File: config.mk
export PLATFORM = sky130hd
export DESIGN_NAME = pdm_demod
export DESIGN_NICKNAME = d
export VERILOG_FILES = /design/src/rtl/pdm_demod.sv
export SDC_FILE = /design/constraint.sdc
export NUM_CORES = 1
export LEC_CHECK = 0
export BUFFER_PORTS_ARGS = -buffer_cell sky130_fd_sc_hd__buf_2
export CAP_MARGIN = 0
export CORE_UTILIZATION = 55
export CTS_CLUSTER_SIZE = 14
export DETAILED_ROUTE_END_ITERATION = 6
export PLACE_DENSITY = 0.77
export SLEW_MARGIN = 20
export SYNTH_ARGS = -nofsm -noshare
export SYNTH_HDL_FRONTEND = slang
export SYNTH_SLANG_ARGS = --single-unit
export TNS_END_PERCENT = 5
File: constraint.sdc
create_clock -name clk -period 2.24 [get_ports clk]
set_clock_uncertainty 0.2 [all_clocks]
set_input_delay 0.448 -clock clk [delete_from_list [all_inputs] [get_ports clk]]
set_output_delay 0.448 -clock clk [all_outputs]
set_load 0.005 [all_outputs]
File: src/rtl/pdm_demod.sv
`timescale 1ns/1ps
// pdm_demod: PDM microphone front end. Generates mic_clk for the source,
// captures one PDM bit per mic_clk period, counts ones over DECIMATION bits
// and delivers the 12-bit level through a valid/ready output register.
//
// Parameters
//   CLK_DIV     clk cycles per mic_clk half-period (3..255)
//   DECIMATION  PDM bits per output sample (power of two, 2..4096)
//
// Ports
//   clk           system clock, rising edge
//   rst           asynchronous active-high reset
//   en            demodulator enable; en=0 returns the front end to IDLE
//   mic_clk       clock to the PDM source (registered)
//   pdm_in        asynchronous PDM bitstream
//   sample        demodulated level 0..4095
//   sample_valid  sample holds an undelivered value
//   sample_ready  consumer accepts sample this cycle
//   overrun       (only with PDM_DEMOD_OVERRUN_EN) sticky flag: a result was
//                 dropped because the previous sample was still undelivered
//
// Optional feature macro: PDM_DEMOD_OVERRUN_EN adds the overrun output.
//
// Output handshake: a sample transfers on every clk edge where sample_valid
// and sample_ready are both 1. sample is stable while sample_valid=1 and
// sample_ready=0. A new result loads when the register is empty or is being
// drained in the same cycle; otherwise the new result is dropped (overrun).
module pdm_demod #(
    parameter int CLK_DIV    = 4,
    parameter int DECIMATION = 64
) (
    input  logic        clk,
    input  logic        rst,
    input  logic        en,
    output logic        mic_clk,
    input  logic        pdm_in,
    output logic [11:0] sample,
    output logic        sample_valid,
    input  logic        sample_ready
`ifdef PDM_DEMOD_OVERRUN_EN
    ,
    output logic        overrun
`endif
);

    localparam int LOG2_DEC = $clog2(DECIMATION);
    localparam int ACC_W    = LOG2_DEC + 1;
    localparam int BIT_W    = LOG2_DEC;
    localparam int DIV_W    = $clog2(CLK_DIV);
    // Above 2048 bits per window the count already spans 12 bits, so no shift.
    localparam int SHIFT    = (DECIMATION > 2048) ? 0 : (12 - LOG2_DEC);

    typedef enum logic [1:0] {
        IDLE   = 2'd0,
        WARMUP = 2'd1,
        RUN    = 2'd2
    } state_t;

    state_t             state;
    logic               sync_q1;
    logic               sync_q2;
    logic [DIV_W-1:0]   div_cnt;
    logic [ACC_W-1:0]   acc;
    logic [BIT_W-1:0]   bit_cnt;

    logic               div_last;
    logic               capture;
    logic               window_close;
    logic               run_close;
    logic [ACC_W-1:0]   win_count;
    logic [23:0]        scaled;
    logic [11:0]        result;

    assign div_last     = (div_cnt == DIV_W'(CLK_DIV - 1));
    // Capture in the cycle mic_clk is about to fall (1 -> 0).
    assign capture      = (state != IDLE) && div_last && mic_clk;
    assign window_close = capture && (bit_cnt == BIT_W'(DECIMATION - 1));
    assign run_close    = en && (state == RUN) && window_close;
    // The closing bit itself belongs to the window being closed.
    assign win_count    = acc + ACC_W'(sync_q2);
    assign scaled       = 24'(win_count) << SHIFT;
    assign result       = (scaled > 24'd4095) ? 12'hFFF : scaled[11:0];

    // Front end: state machine, synchronizer, divider and accumulator.
    always_ff @(posedge clk or posedge rst) begin
        if (rst) begin
            state   <= IDLE;
            sync_q1 <= 1'b0;
            sync_q2 <= 1'b0;
            div_cnt <= '0;
            mic_clk <= 1'b0;
            acc     <= '0;
            bit_cnt <= '0;
        end else if (!en || state == IDLE) begin
            // Idle (or leaving for it): everything upstream of the output
            // register is cleared so the next start-up begins from scratch.
            state   <= en ? WARMUP : IDLE;
            sync_q1 <= 1'b0;
            sync_q2 <= 1'b0;
            div_cnt <= '0;
            mic_clk <= 1'b0;
            acc     <= '0;
            bit_cnt <= '0;
        end else begin
            sync_q1 <= pdm_in;
            sync_q2 <= sync_q1;
            if (div_last) begin
                div_cnt <= '0;
                mic_clk <= ~mic_clk;
            end else begin
                div_cnt <= div_cnt + 1'b1;
            end
            if (capture) begin
                if (window_close) begin
                    acc     <= '0;
                    bit_cnt <= '0;
                    // The start-up window is thrown away; later ones are real.
                    if (state == WARMUP) begin
                        state <= RUN;
                    end
                end else begin
                    acc     <= win_count;
                    bit_cnt <= bit_cnt + 1'b1;
                end
            end
        end
    end

    // Output register: survives en=0 so a held sample can still be taken.
    always_ff @(posedge clk or posedge rst) begin
        if (rst) begin
            sample       <= '0;
            sample_valid <= 1'b0;
        end else if (run_close && (!sample_valid || sample_ready)) begin
            sample       <= result;
            sample_valid <= 1'b1;
        end else if (sample_valid && sample_ready) begin
            sample_valid <= 1'b0;
        end
    end

`ifdef PDM_DEMOD_OVERRUN_EN
    always_ff @(posedge clk or posedge rst) begin
        if (rst) begin
            overrun <= 1'b0;
        end else if (!en) begin
            overrun <= 1'b0;
        end else if (run_close && sample_valid && !sample_ready) begin
            overrun <= 1'b1;
        end
    end
`endif

endmodule

==> results_dict.tcl <==
set metrics [dict create \
    ir_drop_v 0.000313 \
    regArea_um2 701 \
    wl_per_cell_um 14.3 \
    crit_fanout 7 \
    final_nets 156 \
    design.core.area_um2 2280 \
    hold_violations 0 \
    die_area_um2 2680 \
    startpoint "acc[0]" \
    worstPathBufferInverterCount 0 \
    grt.overflow.total 0 \
    power.density_nw_per_um2 521 \
    grt_antenna_before_repair 0 \
    syn_area_um2 1360 \
    yosysSeqAreaShare 0.514 \
    finalSetupViolCount 0 \
    die_h_um 51.8 \
    setup_tns_ns 0 \
    hold_ws_ns 0.123 \
    p_leak_nw 0.733 \
    cts_resized 0 \
    cts_root_buf "clkbuf_4" \
    cp.required_ns 2.24 \
    area_delta_synth_final_pct 10.4 \
    grt_pass1_vias 953 \
    tightest_slew_ns 0.460 \
    hp-class "in -> reg" \
    fmaxAchievable_mhz 484 \
    via_count 1005 \
    max_stage_delay_ns 0.41 \
    synth_area_per_cell_um2 10.7 \
    period_share 0.922 \
    grt_max_degree 19 \
    ys_warn_count 0 \
    slew-limit-headroom 0.692 \
    rsz0062_at_grt "false" \
    slowest_stage "dfrtp_1" \
    cts-buffers-inserted 3 \
    crit_path_end_kind "flop" \
    crit_family "adder cells" \
    avgViaCountPerCell 5.78 \
    dr.pass1.iters 4 \
    crit_path_start_kind "flop" \
    post-cts-setup-buffer-count 0 \
    drive_above_1_share 0.219 \
    ys_types 37 \
    multiInputGateArea_um2 596 \
    rows 17 \
    cts_tree "yes" \
    grt_first_pass_wirelength_um 4230 \
    crit_top_cell "ha_1" \
    post-route-drc-count 0 \
    maxSlewViolCount 0 \
    insertedDiodeCount 0 \
    synthesis.nets 136 \
    critical_path.cell_chain "ha_1, ha_1, and3_2, nand3_1, xor2_1, a31oi_1" \
    arrival_ns 2.07 \
    drt_iter0_drc 25 \
    final_util 0.661 \
    period_minus_slack_ns 2.07 \
    cap_violations 0 \
    cts.sinks 28 \
    gp_congestion 0.745 \
    portBuffers 18 \
    ioPinCount 19 \
    hold_path_startpoint "pdm_in" \
    cts_hold_buffers 1 \
    antenna_left 0 \
    status "complete, no violations" \
    die_w_um 51.8 \
    final_area_um2 1510 \
    path_class "reg -> reg" \
    path_clk_slew_ns 0.14 \
    worstSkewPairLatency_ns 0.33 \
    wirelength_um 2480 \
    regToRegStartpoint "acc[0]" \
    start_util 0.599 \
    synth_seq_cells 28 \
    fill_cells 179 \
    place_hpwl_um 1790 \
    grt_util_all_layers 0.222 \
    placedInstanceArea_um2 1460 \
    clock_path_buffers 2 \
    synth_cells 127 \
    cts_htree_levels 1 \
]
-- sequential cells by signal, indices dropped and copies added (netlist names) --
signal / flops
acc: 7
bit_cnt: 6
div_cnt: 2
mic_clk: 1
sample: 7
sample_valid: 1
state: 2
sync_q1: 1
sync_q2: 1
-- placed cells by master, fill, tap and decap left out, drive strengths merged --
master / n
dfrtp: 28
buf: 21
nor2: 11
a31oi: 10
xnor2: 7
nand2: 7
a21oi: 6
o21ai: 5
inv: 4
ha: 4
and2: 4
clkbuf: 4
nand3: 3
xor2: 3
nor3: 3
nand2b: 3
and3: 3
o21a: 2
mux2: 2
a22o: 2
nand4: 2
or2b: 2
nand3b: 1
nor4b: 1
o211a: 1
a311oi: 1
a211oi: 1
o41ai: 1
a21boi: 1
nor4: 1
a31o: 1
dlygate4sd3: 1
-- area by class of cell --
type,instances,share of cell area
flip-flops and latches,28,0.466
multi-input cells,88,0.396
repair buffers,22,0.0815
clock buffers,4,0.0241
well taps,28,0.0233
inverters,4,0.00998
-- final timing paths --
kind,end,slack (ns),cells after the start
max in group asynchronous,acc[4],0.82,4
worst min register to register,div_cnt[0],0.26,1
worst max register to register,sample[7],0.17,6
worst max-delay path,sample[7],0.17,6
worst min-delay path,sync_q1,0.12,2
min in group asynchronous,state[1],0.43,3
-- power breakdown --
group,switching (mW),leakage [nW],internal [mW]
clock,0.142,0.0210,0.0996
sequential,0.00264,0.387,0.509
combinational,0.0209,0.324,0.0102
total,0.165,0.733,0.619
-- metrics by stage --
stage                     setup WS [ns]  std cells  power, mW
final                             0.174        174      0.784
after CTS                         0.157        174      0.794
after floorplan                   0.365        127      0.538
after detailed placement          0.200        169      0.552
after global placement            0.268        169      0.551
after global routing             0.0156        174      0.825
-- synth_stat cells, drive strengths merged --
| cell type | instances | area [um2] |
|---|---|---|
| o21ai | 5 | 25.0 |
| nand4 | 2 | 18.8 |
| nand2 | 7 | 26.3 |
| ha | 4 | 50.1 |
| clkbuf | 1 | 3.75 |
| o21a | 2 | 15.0 |
| a22o | 2 | 17.5 |
| nor4b | 1 | 23.8 |
| dfrtp | 28 | 701 |
| nand2b | 3 | 18.8 |
| xnor2 | 7 | 61.3 |
| nand3 | 3 | 15.0 |
| a311oi | 1 | 8.76 |
| xor2 | 3 | 26.3 |
| or2b | 2 | 16.3 |
| mux2 | 2 | 22.5 |
| o41ai | 1 | 8.76 |
| nor3 | 3 | 15.0 |
| nor4 | 1 | 6.26 |
| buf | 6 | 48.8 |
| a31oi | 10 | 62.6 |
| nor2 | 11 | 41.3 |
| o211a | 1 | 10.0 |
| and3 | 3 | 20.0 |
| a21boi | 1 | 7.51 |
| and2 | 4 | 25.0 |
| a211oi | 1 | 7.51 |
| a31o | 1 | 8.76 |
| a21oi | 6 | 30.0 |
| inv | 4 | 15.0 |
| nand3b | 1 | 7.51 |
-- worst register-to-register path, delay by kind of cell, from the launching register on --
family	cells	cell delay [ns]
adder cells (fa/ha/maj)	2	0.45
XOR/XNOR	1	0.40
AND/OR/NAND/NOR	2	0.33
AO/OA/AOI/OAI	1	0.16
flip-flops	1	0.41
-- layer usage --
layer  vias to the layer above  wire, um  track usage
met3                         4        90       0.0263
met1                       488      1150        0.282
met5                         -         0            0
met4                         0        45        0.108
li1                        488         -            -
met2                        25      1190        0.372
-- cell families (layout without fill, tap and decap cells) --
| kind of cell | Yosys count | in the layout | share of synthesized area |
|---|---|---|---|
| adders and majority gates | 4 | 4 | 0.0367 |
| muxes | 2 | 2 | 0.0165 |
| DFF | 28 | 28 | 0.514 |
| buffers and inverters | 11 | 30 | 0.0495 |
| and+or+nand+nor | 41 | 41 | 0.172 |
| AOI/OAI and AO/OA | 31 | 31 | 0.148 |
| xor gates and xnor gates | 10 | 10 | 0.0642 |
(Power assumes the default switching activity.)
